**config.mk**
```make
export PLATFORM = sky130hd
export DESIGN_NAME = tracer_pipe
export DESIGN_NICKNAME = d
export VERILOG_FILES = /design/src/rtl/tracer_pipe.sv
export SDC_FILE = /design/constraint.sdc
export NUM_CORES = 2
export LEC_CHECK = 0
export BUFFER_PORTS_ARGS = -buffer_cell sky130_fd_sc_hd__buf_2
export CORE_ASPECT_RATIO = 0.75
export CORE_UTILIZATION = 45
export CTS_CLUSTER_DIAMETER = 40
export DETAILED_ROUTE_END_ITERATION = 7
export GPL_TIMING_DRIVEN = 0
export RECOVER_POWER = 100
export SYNTH_ARGS = -nofsm -noshare
export SYNTH_HDL_FRONTEND = slang
export SYNTH_SLANG_ARGS = --single-unit
```
**constraint.sdc**
```tcl
create_clock -name clk -period 165.1 [get_ports clk]
set_clock_uncertainty 0.2 [all_clocks]
set_input_delay 16.51 -clock clk [delete_from_list [all_inputs] [get_ports clk]]
set_output_delay 16.51 -clock clk [all_outputs]
set_load 0.01 [all_outputs]
```
**src/rtl/tracer_pipe.sv**
```systemverilog
// tracer_pipe: DDA ray-caster emitting one wall record per screen column,
// framed by blank margin records, into the trace buffer write port.
module tracer_pipe #(
   parameter int QM        = 6,
   parameter int QN        = 10,
   parameter int MAP_BITS  = 4,
   parameter int COL_BITS  = 9,
   parameter int LMARGIN   = 64,
   parameter int RMARGIN   = 64,
   parameter int MAX_STEPS = 32,
   parameter int HMAX      = 240,
   localparam int W        = QM + QN,
   localparam int CW       = $clog2(LMARGIN + (1 << COL_BITS) + RMARGIN)
) (
   input  logic                clk,
   input  logic                reset,
   input  logic                start,
   input  logic [W-1:0]        player_x,
   input  logic [W-1:0]        player_y,
   input  logic [W-1:0]        facing_x,
   input  logic [W-1:0]        facing_y,
   input  logic [W-1:0]        vplane_x,
   input  logic [W-1:0]        vplane_y,
   output logic                busy,
   output logic                done,
   output logic                wr_valid,
   input  logic                wr_ready,
   output logic [CW-1:0]       wr_col,
   output logic                wr_side,
   output logic [1:0]          wr_val,
   output logic [7:0]          wr_height,
   output logic [MAP_BITS-1:0] map_col,
   output logic [MAP_BITS-1:0] map_row,
   input  logic [1:0]          map_val
);

   localparam int NTR = 1 << COL_BITS;
   localparam int SW  = $clog2(MAX_STEPS + 1);
   localparam int DW  = 2 * QN + W + 1;
   localparam int PW  = W + QN + 1;
   localparam int MW  = MAP_BITS + 1;
   localparam logic [W-1:0]  MAXP  = {1'b0, {(W-1){1'b1}}};
   localparam logic [CW-1:0] LASTL = CW'(LMARGIN - 1);
   localparam logic [CW-1:0] LASTT = CW'(LMARGIN + NTR - 1);
   localparam logic [CW-1:0] LASTC = CW'(LMARGIN + NTR + RMARGIN - 1);

   typedef enum logic [3:0] {
      IDLE, LCLEAR, INIT, STEP, CHECK, HIT, EMIT, RCLEAR, DONE
   } stateT;

   stateT state;

   logic [QN-1:0]       fracX, fracY;
   logic [MAP_BITS-1:0] cellX, cellY;
   logic [W-1:0]        rayX, rayY, incX, incY;
   logic [W-1:0]        sdX, sdY, trX, trY;
   logic [MW-1:0]       mapX, mapY;
   logic [SW-1:0]       steps;
   logic                oob;

   function automatic logic [W-1:0] absVal(input logic [W-1:0] v);
      return v[W-1] ? W'(-v) : v;
   endfunction

   // Saturates to the largest positive value so a zero ray axis never wins.
   function automatic logic [W-1:0] recip(input logic [W-1:0] m);
      logic [DW-1:0] q;
      if (m == '0)
         return MAXP;
      q = (DW'(1) << (2 * QN)) / DW'(m);
      return (q > DW'(MAXP)) ? MAXP : W'(q);
   endfunction

   logic          posX, posY;
   logic [W-1:0]  wallDist, recipIn, recipX, recipY;
   logic [QN:0]   partX, partY;
   logic [PW-1:0] prodX, prodY;
   logic [W:0]    sumX, sumY;
   logic [MW-1:0] nextX, nextY;
   logic [7:0]    hRaw, height;

   always_comb begin
      posX     = !rayX[W-1] && (rayX != '0);
      posY     = !rayY[W-1] && (rayY != '0);
      wallDist = wr_side ? trY - sdY : trX - sdX;
      recipIn  = (state == HIT) ? wallDist : absVal(rayX);
      recipX   = recip(recipIn);
      recipY   = recip(absVal(rayY));
      partX    = posX ? (QN+1)'(1 << QN) - {1'b0, fracX}
                      : {1'b0, fracX};
      partY    = posY ? (QN+1)'(1 << QN) - {1'b0, fracY}
                      : {1'b0, fracY};
      prodX    = PW'(recipX) * PW'(partX);
      prodY    = PW'(recipY) * PW'(partY);
      sumX     = {1'b0, trX} + {1'b0, sdX};
      sumY     = {1'b0, trY} + {1'b0, sdY};
      nextX    = posX ? mapX + MW'(1) : mapX - MW'(1);
      nextY    = posY ? mapY + MW'(1) : mapY - MW'(1);
      hRaw     = (recipX[W-1:QN] != '0) ? 8'hFF : recipX[QN-1 -: 8];
      height   = (hRaw > 8'(HMAX)) ? 8'(HMAX) : hRaw;
   end

   logic unusedPlayer;
   assign unusedPlayer = ^{player_x[W-1:QN+MAP_BITS],
                           player_y[W-1:QN+MAP_BITS]};

   always_ff @(posedge clk) begin
      if (reset) begin
         state     <= IDLE;
         busy      <= 1'b0;
         done      <= 1'b0;
         wr_valid  <= 1'b0;
         wr_col    <= '0;
         wr_side   <= 1'b0;
         wr_val    <= '0;
         wr_height <= '0;
         map_col   <= '0;
         map_row   <= '0;
         fracX     <= '0;
         fracY     <= '0;
         cellX     <= '0;
         cellY     <= '0;
         rayX      <= '0;
         rayY      <= '0;
         incX      <= '0;
         incY      <= '0;
         sdX       <= '0;
         sdY       <= '0;
         trX       <= '0;
         trY       <= '0;
         mapX      <= '0;
         mapY      <= '0;
         steps     <= '0;
         oob       <= 1'b0;
      end else begin
         done <= 1'b0;
         unique case (state)
            IDLE: if (start) begin
               fracX     <= player_x[QN-1:0];
               fracY     <= player_y[QN-1:0];
               cellX     <= player_x[QN +: MAP_BITS];
               cellY     <= player_y[QN +: MAP_BITS];
               rayX      <= facing_x - vplane_x;
               rayY      <= facing_y - vplane_y;
               incX      <= $signed(vplane_x) >>> (COL_BITS - 1);
               incY      <= $signed(vplane_y) >>> (COL_BITS - 1);
               busy      <= 1'b1;
               wr_col    <= '0;
               wr_side   <= 1'b0;
               wr_val    <= '0;
               wr_height <= '0;
               if (LMARGIN > 0) begin
                  wr_valid <= 1'b1;
                  state    <= LCLEAR;
               end else begin
                  state <= INIT;
               end
            end
            LCLEAR: if (wr_ready) begin
               wr_col <= wr_col + CW'(1);
               if (wr_col == LASTL) begin
                  wr_valid <= 1'b0;
                  state    <= INIT;
               end
            end
            INIT: begin
               map_col <= cellX;
               map_row <= cellY;
               mapX    <= {1'b0, cellX};
               mapY    <= {1'b0, cellY};
               sdX     <= recipX;
               sdY     <= recipY;
               trX     <= W'(prodX >> QN);
               trY     <= W'(prodY >> QN);
               steps   <= '0;
               state   <= STEP;
            end
            STEP: begin
               if (trX < trY) begin
                  trX     <= sumX[W] ? '1 : sumX[W-1:0];
                  mapX    <= nextX;
                  wr_side <= 1'b0;
                  oob     <= nextX[MAP_BITS];
                  if (!nextX[MAP_BITS])
                     map_col <= nextX[MAP_BITS-1:0];
               end else begin
                  trY     <= sumY[W] ? '1 : sumY[W-1:0];
                  mapY    <= nextY;
                  wr_side <= 1'b1;
                  oob     <= nextY[MAP_BITS];
                  if (!nextY[MAP_BITS])
                     map_row <= nextY[MAP_BITS-1:0];
               end
               steps <= steps + SW'(1);
               state <= CHECK;
            end
            CHECK: begin
               if (oob || (map_val == 2'd0 && steps == SW'(MAX_STEPS))) begin
                  wr_val    <= '0;
                  wr_height <= '0;
                  wr_valid  <= 1'b1;
                  state     <= EMIT;
               end else if (map_val != 2'd0) begin
                  wr_val <= map_val;
                  state  <= HIT;
               end else begin
                  state <= STEP;
               end
            end
            HIT: begin
               wr_height <= height;
               wr_valid  <= 1'b1;
               state     <= EMIT;
            end
            EMIT: if (wr_ready) begin
               if (wr_col != LASTT) begin
                  wr_valid <= 1'b0;
                  wr_col   <= wr_col + CW'(1);
                  rayX     <= rayX + incX;
                  rayY     <= rayY + incY;
                  state    <= INIT;
               end else if (RMARGIN > 0) begin
                  wr_col    <= wr_col + CW'(1);
                  wr_side   <= 1'b0;
                  wr_val    <= '0;
                  wr_height <= '0;
                  state     <= RCLEAR;
               end else begin
                  wr_valid <= 1'b0;
                  busy     <= 1'b0;
                  done     <= 1'b1;
                  state    <= DONE;
               end
            end
            RCLEAR: if (wr_ready) begin
               if (wr_col == LASTC) begin
                  wr_valid <= 1'b0;
                  busy     <= 1'b0;
                  done     <= 1'b1;
                  state    <= DONE;
               end else begin
                  wr_col <= wr_col + CW'(1);
               end
            end
            DONE: state <= IDLE;
            default: state <= IDLE;
         endcase
      end
   end

endmodule

```
After elaboration in Yosys (flattened, before gate mapping):

Index checks and enable logic that the tools add are counted.

* word-level logic and storage cells: 204
* output and inout bits: 32
* bits of input ports: 102
* bits in registers: 193

* order comparisons: 4
* equality and inequality tests: 27
* $mul: 2
* add/sub/neg operators: 18
* divide/modulo/power cells: 2
* bitwise gates (word level): 2
* mux-type cells: 86
* reductions and logical operators: 37

Operator list (count)
* $mux 16: 20
* $pmux 16 s2: 4
* $div 21x16->37 const A: 2
* $gt 37x15->1 const B: 2
* $sub 16x16->16: 4
* $mul 16x11->26: 2
* $mux 8: 6
* $mux 10: 4
* $mux 4: 10
* $add 16x16->17: 2
* $add 16x16->16: 2
* $logic_not 16->1: 2
* $neg 16->16: 2
* $pmux 4 s8: 1
* $pmux 8 s4: 1
* $reduce_bool 16->1: 2
* $pmux 10 s3: 1
* $ne 2x2->1 const B: 14
* $mux 11: 2
* $sub 11x10->11 const A: 2
* $mux 5: 4
* $pmux 5 s2: 2
* $eq 4x3->1 const B: 4
* $lt 16x16->1: 1
* 40 further kinds: 82

Logic depth before layout (Yosys ltp):

* depth after elaboration: 12
* depth in mapped cells: 695
* depth with buffers taken out: 623

Worst setup path before layout:

OpenSTA, ideal clock, no wires.

* path kind: register to register
* start point: register rayY[0]
* end point: register trY[11]
* data arrival time: 125.137 ns
* cell stages (with the launch flop): 671
* path slack: 39.629 ns
* required time: 164.766 ns
* period minus slack after synthesis: 125.471 ns
* path through: dfxtp_1 clkbuf_1 clkbuf_1 inv_1 clkbuf_1 clkbuf_1 buf_1 clkbuf_1 clkbuf_1 ha_1 clkbuf_1 clkbuf_1 clkbuf_1 buf_1 clkbuf_1 buf_1 nor2_1 xnor2_1 [635 not listed] fa_1 fa_1 fa_1 ha_1 a21o_1 a21o_1 a21oi_1 o21ai_0 a21oi_1 o21ai_1 a21oi_2 nor2_1 a2111oi_0 nor2_1 nor2_2 xnor2_1 a211oi_1 a211oi_1

* word-level cells in the longest chain between the ends: 8
* elaborated cells on any way between the ends: 13
* those cells by class: add/sub (1); mul (1); div (1); order compare (1); mux (6); reduce/logical (3)

Ends and longest elaborated chain
* from (decl): line 55 `logic [W-1:0] rayX, rayY, incX, incY;`
* from (signal assigned): line 144 `rayY <= facing_y - vplane_y;`
* from (signal assigned): line 220 `rayY <= rayY + incY;`
* $neg 16->16: line 62 `return v[W-1] ? W'(-v) : v;`
* $mux 16: line 62
* $div 21x16->37: line 70 `q = (DW'(1) << (2 * QN)) / DW'(m);`
* $gt 37x15->1: line 71 `return (q > DW'(MAXP)) ? MAXP : W'(q);`
* $mux 16: line 71
* $mux 16: line 70
* $mul 16x11->26 (*): line 94 `prodY = PW'(recipY) * PW'(partY);`
* $pmux 16 s2 (*): line 137 `unique case (state)`
* to (signal assigned): line 174 `trY <= W'(prodY >> QN);`
* to (signal assigned): line 187 `trY <= sumY[W] ? '1 : sumY[W-1:0];`
* to (decl): line 56 `logic [W-1:0] sdX, sdY, trX, trY;`

Every way passes the cells marked *; elsewhere a longest branch is shown, timed or not.
A chain may end at the register's enable or synchronous reset.

Worst setup path in the final report:

* start point: register state[3]
* end point: register trX[15]

* word-level cells in the longest chain between the ends: 8
* elaborated cells on any way between the ends: 15
* those cells by class: mul (1); div (1); order compare (1); eq/ne (4); mux (5); reduce/logical (3)

Ends and longest elaborated chain
* from (decl): line 51 `stateT state;`
* from (signal assigned): line 109 `state <= IDLE;`
* from (signal assigned): line 154 `state <= LCLEAR;`
* from (signal assigned): line 156 `state <= INIT;`
* $eq 4x3->1: line 86 `recipIn = (state == HIT) ? wallDist : absVal(rayX);`
* $mux 16: line 86
* $div 21x16->37: line 70
* $gt 37x15->1: line 71
* $mux 16: line 71
* $mux 16: line 70
* $mul 16x11->26: line 93 `prodX = PW'(recipX) * PW'(partX);`
* $pmux 16 s2: line 137
* to (signal assigned): line 173 `trX <= W'(prodX >> QN);`
* to (signal assigned): line 180 `trX <= sumX[W] ? '1 : sumX[W-1:0];`
* to (decl): line 56

Parallel ways exist; a longest one is shown, timed or not.

==> impl_table.tex <==
\begin{tabular}{lr}
\hline
Metric & Value \\
\hline
\multicolumn{2}{l}{\textbf{Status}} \\
Status & finished, violations left \\
Violated checks & design-rule violations, max-capacitance violations, max-slew violations \\
\multicolumn{2}{l}{\textbf{Floorplan}} \\
Starting utilization of the core area & 45.5\% \\
Die footprint & $\sim$210,000 µm² \\
Die width & approximately 530 µm \\
Number of placement rows & between 100 and 150 \\
Number of I/O pins & between 100 and 150 \\
Floorplan core area & about 210,000 µm² \\
Die Y-Extent & 397 µm \\
\multicolumn{2}{l}{\textbf{Synthesis}} \\
Post-synthesis register bit count & roughly 190 \\
Top area cells in the synthesized netlist & sky130\_fd\_sc\_hd\_\_ha\_1, sky130\_fd\_sc\_hd\_\_a21oi\_1, sky130\_fd\_sc\_hd\_\_nor2\_1 \\
Share of the synthesized area in the top cell type & 15.2\% \\
Count of warnings emitted by yosys & 0 \\
Synthesized cell area & 93,800 µm² \\
Number of enable flip-flop cells after synthesis & 0 \\
Synth cell types & about 210 \\
Part of the Yosys area used for sequential elements & 4.12\% \\
Commonest register cell after synthesis & sky130\_fd\_sc\_hd\_\_dfxtp\_1 \\
Post-synthesis cell type with the largest combined area & sky130\_fd\_sc\_hd\_\_ha\_1 \\
Mapped Avg Cell Area & between 7 and 8 µm² \\
Gate count after technology mapping & $\sim$13,000 \\
Async set or reset register ratio after synthesis & 0\% \\
\multicolumn{2}{l}{\textbf{Drt}} \\
Vias per cell & 6.30 \\
DRC Markers & 15 \\
DRT antenna net count & 0 \\
Detailed-routing iteration count for the pre-antenna-repair pass & 8 \\
Average wire per standard cell & 21.2 µm \\
Via count of the routed design & 101,644 \\
Detailed-route wire length & roughly 340 mm \\
Iter 0 DRT Violations & between 10,000 and 15,000 \\
\multicolumn{2}{l}{\textbf{Critical path}} \\
CP max FO & 14 \\
Critical Path Most Common Cell & sky130\_fd\_sc\_hd\_\_o21a\_1 \\
Delay contributed by the slowest stage of the critical path & around 2600 ps \\
Type of the worst setup path & flop to flop \\
Startpoint type of the worst setup path & flop \\
CP max stage cell & sky130\_fd\_sc\_hd\_\_nor4\_1 \\
Critical path launch point & state[3] \\
Element type at the critical path end & flop \\
Arrival time at the worst endpoint & $\sim$160,000 ps \\
Worst reg2reg startpoint & state[3] \\
Crit path required time & 165,260 ps \\
\multicolumn{2}{l}{\textbf{CTS}} \\
Clock slew seen by the registers of the worst setup and hold paths & roughly 90 ps \\
Max Root-Sink Buffers & 2 \\
TritonCTS clock tree & yes \\
Level count of the clock H-tree & 4 \\
TritonCTS Buffers & 17 \\
CTS root buffer & sky130\_fd\_sc\_hd\_\_clkbuf\_16 \\
Number of sinks handled by clock tree synthesis & between 150 and 200 \\
Worst-Skew Late Latency & 480 ps \\
\multicolumn{2}{l}{\textbf{STA}} \\
Final Critical Period & around 160,000 ps \\
Achievable clock frequency & about 0.0063 GHz \\
Setup violation total in the final timing report & 0 \\
Number of max-slew violations in the final report & 70 \\
Setup TNS & 0 ps \\
Portion of the clock cycle consumed by the worst path in the final layout & 95.6\% \\
RSZ-0062 raised after global routing & false \\
Count of endpoints failing hold in the final timing report & 0 \\
Worst slew slack as a fraction of its limit & -129\% \\
Slew at the pin closest to its max-slew limit & between 3000 and 4000 ps \\
\multicolumn{2}{l}{\textbf{Placed design}} \\
Detailed placer's ending HPWL & 282 mm \\
IO buf count & around 130 \\
Placed instance area & between 90,000 and 100,000 µm² \\
Total instance count after detailed placement & 16,091 \\
Last weighted congestion value of the routability-driven placer & approximately 1 \\
\multicolumn{2}{l}{\textbf{Finish}} \\
Layout Cells excl Fill & 16,131 \\
FF/Latch Area & between 3000 and 4000 µm² \\
Leading cell types in the layout, fill and taps excluded & sky130\_fd\_sc\_hd\_\_nor2\_1, sky130\_fd\_sc\_hd\_\_nand2\_1, sky130\_fd\_sc\_hd\_\_ha\_1 \\
Net count, final & around 15,000 \\
Filler instances & 20,767 \\
Multi-input gate area in the final layout & about 85,000 µm² \\
Final design utilization & roughly half \\
Share of final-layout standard cells stronger than drive strength 1 & between 8 and 9\% \\
Synth-to-layout area growth & 6.04\% \\
Post-route cell area & roughly 99,000 µm² \\
Commonest non-fill, non-tap cell in the layout & sky130\_fd\_sc\_hd\_\_nor2\_1 \\
\multicolumn{2}{l}{\textbf{GRT}} \\
Global router's overall resource usage & between 30\% and 40\% \\
Largest net degree at the start of global routing & 39 \\
Antenna violations before repair & 9 \\
Residual overflow from global routing & 0 \\
First-pass GRT wire length & 533 mm \\
Via count of the first global-routing pass & 93,759 \\
\multicolumn{2}{l}{\textbf{Run}} \\
Count of max-cap constraint violations & 9 \\
\multicolumn{2}{l}{\textbf{Min path}} \\
Class of the tightest hold or removal check & flop to flop \\
Beginning of the worst hold path & incY[2] \\
\hline
\end{tabular}
-- metrics by stage --
| step | setup slack, ps | hold WS (ps) |
|---|---|---|
| after floorplan | 39630 | 237 |
| after global placement | 4330 | 238 |
| after detailed placement | 5270 | 249 |
| after CTS | 4710 | 264 |
| after global routing | 11.9 | 282 |
| final | 7320 | 263 |
-- worst max-delay path, delay by kind of cell (launching register included) --
family	cells	cell delay, ps
AOI/OAI and AO/OA	327	70090
xor gates and xnor gates	1	230
adders and majority gates	40	14440
buffers and inverters	87	33120
DFF	1	330
muxes	10	3000
and+or+nand+nor	149	35810
-- final timing paths --
check                 end  slack (ps)  cells after the start
hold / removal    incY[2]         260                      2
setup reg to reg  trX[15]        7320                    614
setup / recovery  trX[15]        7320                    614
hold reg to reg   incY[2]         260                      2
-- layer usage --
metal,GRT usage (%),routed length [µm],vias to the layer above
li1,-,-,48545
met1,48.7,170000,48502
met2,44.6,134000,4229
met3,4.32,31800,362
met4,6.07,6870,6
met5,0,34,-
-- what timing repair did --
action | 4_1_cts | 5_1_grt
resized for setup | 0 | 87
setup buffers | 0 | 5
setup endpoints to repair | 0 | 31
hold buffers | 0 | 0
-- sequential cells by signal (all words and copies together) (netlist names), 10 cells and up --
register  flops
sdY          16
rayY         16
fracY        10
trX          16
wr_col       10
trY          16
fracX        10
sdX          16
rayX         16
-- layout make-up --
class / instances / share of cell area, %
Inverter: 744 / 2.84
Clock inverter: 15 / 0.226
Sequential cell: 193 / 3.88
Buffer: 464 / 2.45
Timing Repair Buffer: 165 / 1.25
Multi-Input combinational cell: 11758 / 85.4
Clock buffer: 17 / 0.428
Tap cell: 2774 / 3.49
Antenna cell: 1 / 0.00252
-- kinds of logic after synthesis --
| group | after synthesis | share of synthesized area [%] |
|---|---|---|
| AO/OA/AOI/OAI | 4127 | 30.2 |
| XOR/XNOR | 863 | 8.27 |
| adder cells (fa/ha/maj) | 1402 | 20.8 |
| buffers and inverters | 1208 | 5.64 |
| flip-flops | 193 | 4.12 |
| multiplexers | 309 | 3.67 |
| other | 2 | 0.00801 |
| AND/OR/NAND/NOR | 5035 | 27.4 |
-- synth_stat cells, types with 128 or more instances --
| master | instances |
|---|---|
| sky130_fd_sc_hd__nor2b_1 | 157 |
| sky130_fd_sc_hd__dfxtp_1 | 193 |
| sky130_fd_sc_hd__nand2b_1 | 325 |
| sky130_fd_sc_hd__or3_1 | 128 |
| sky130_fd_sc_hd__nand4_1 | 179 |
| sky130_fd_sc_hd__and2_1 | 173 |
| sky130_fd_sc_hd__mux2_2 | 191 |
| sky130_fd_sc_hd__clkbuf_1 | 302 |
| sky130_fd_sc_hd__a21oi_1 | 1057 |
| sky130_fd_sc_hd__nand3_1 | 312 |
| sky130_fd_sc_hd__nand2_1 | 1256 |
| sky130_fd_sc_hd__o21a_1 | 293 |
| sky130_fd_sc_hd__o31ai_1 | 231 |
| sky130_fd_sc_hd__a31oi_1 | 128 |
| sky130_fd_sc_hd__nor2_1 | 1399 |
| sky130_fd_sc_hd__a21o_1 | 428 |
| sky130_fd_sc_hd__nor3_1 | 328 |
| sky130_fd_sc_hd__o21ai_0 | 765 |
| sky130_fd_sc_hd__inv_1 | 733 |
| sky130_fd_sc_hd__xor2_1 | 290 |
| sky130_fd_sc_hd__ha_1 | 1142 |
| sky130_fd_sc_hd__xnor2_1 | 549 |
| sky130_fd_sc_hd__fa_1 | 259 |
Power is left out: the tool's default activity adds up to more than one toggle a clock period on the data nets, which glitch-free logic cannot reach.
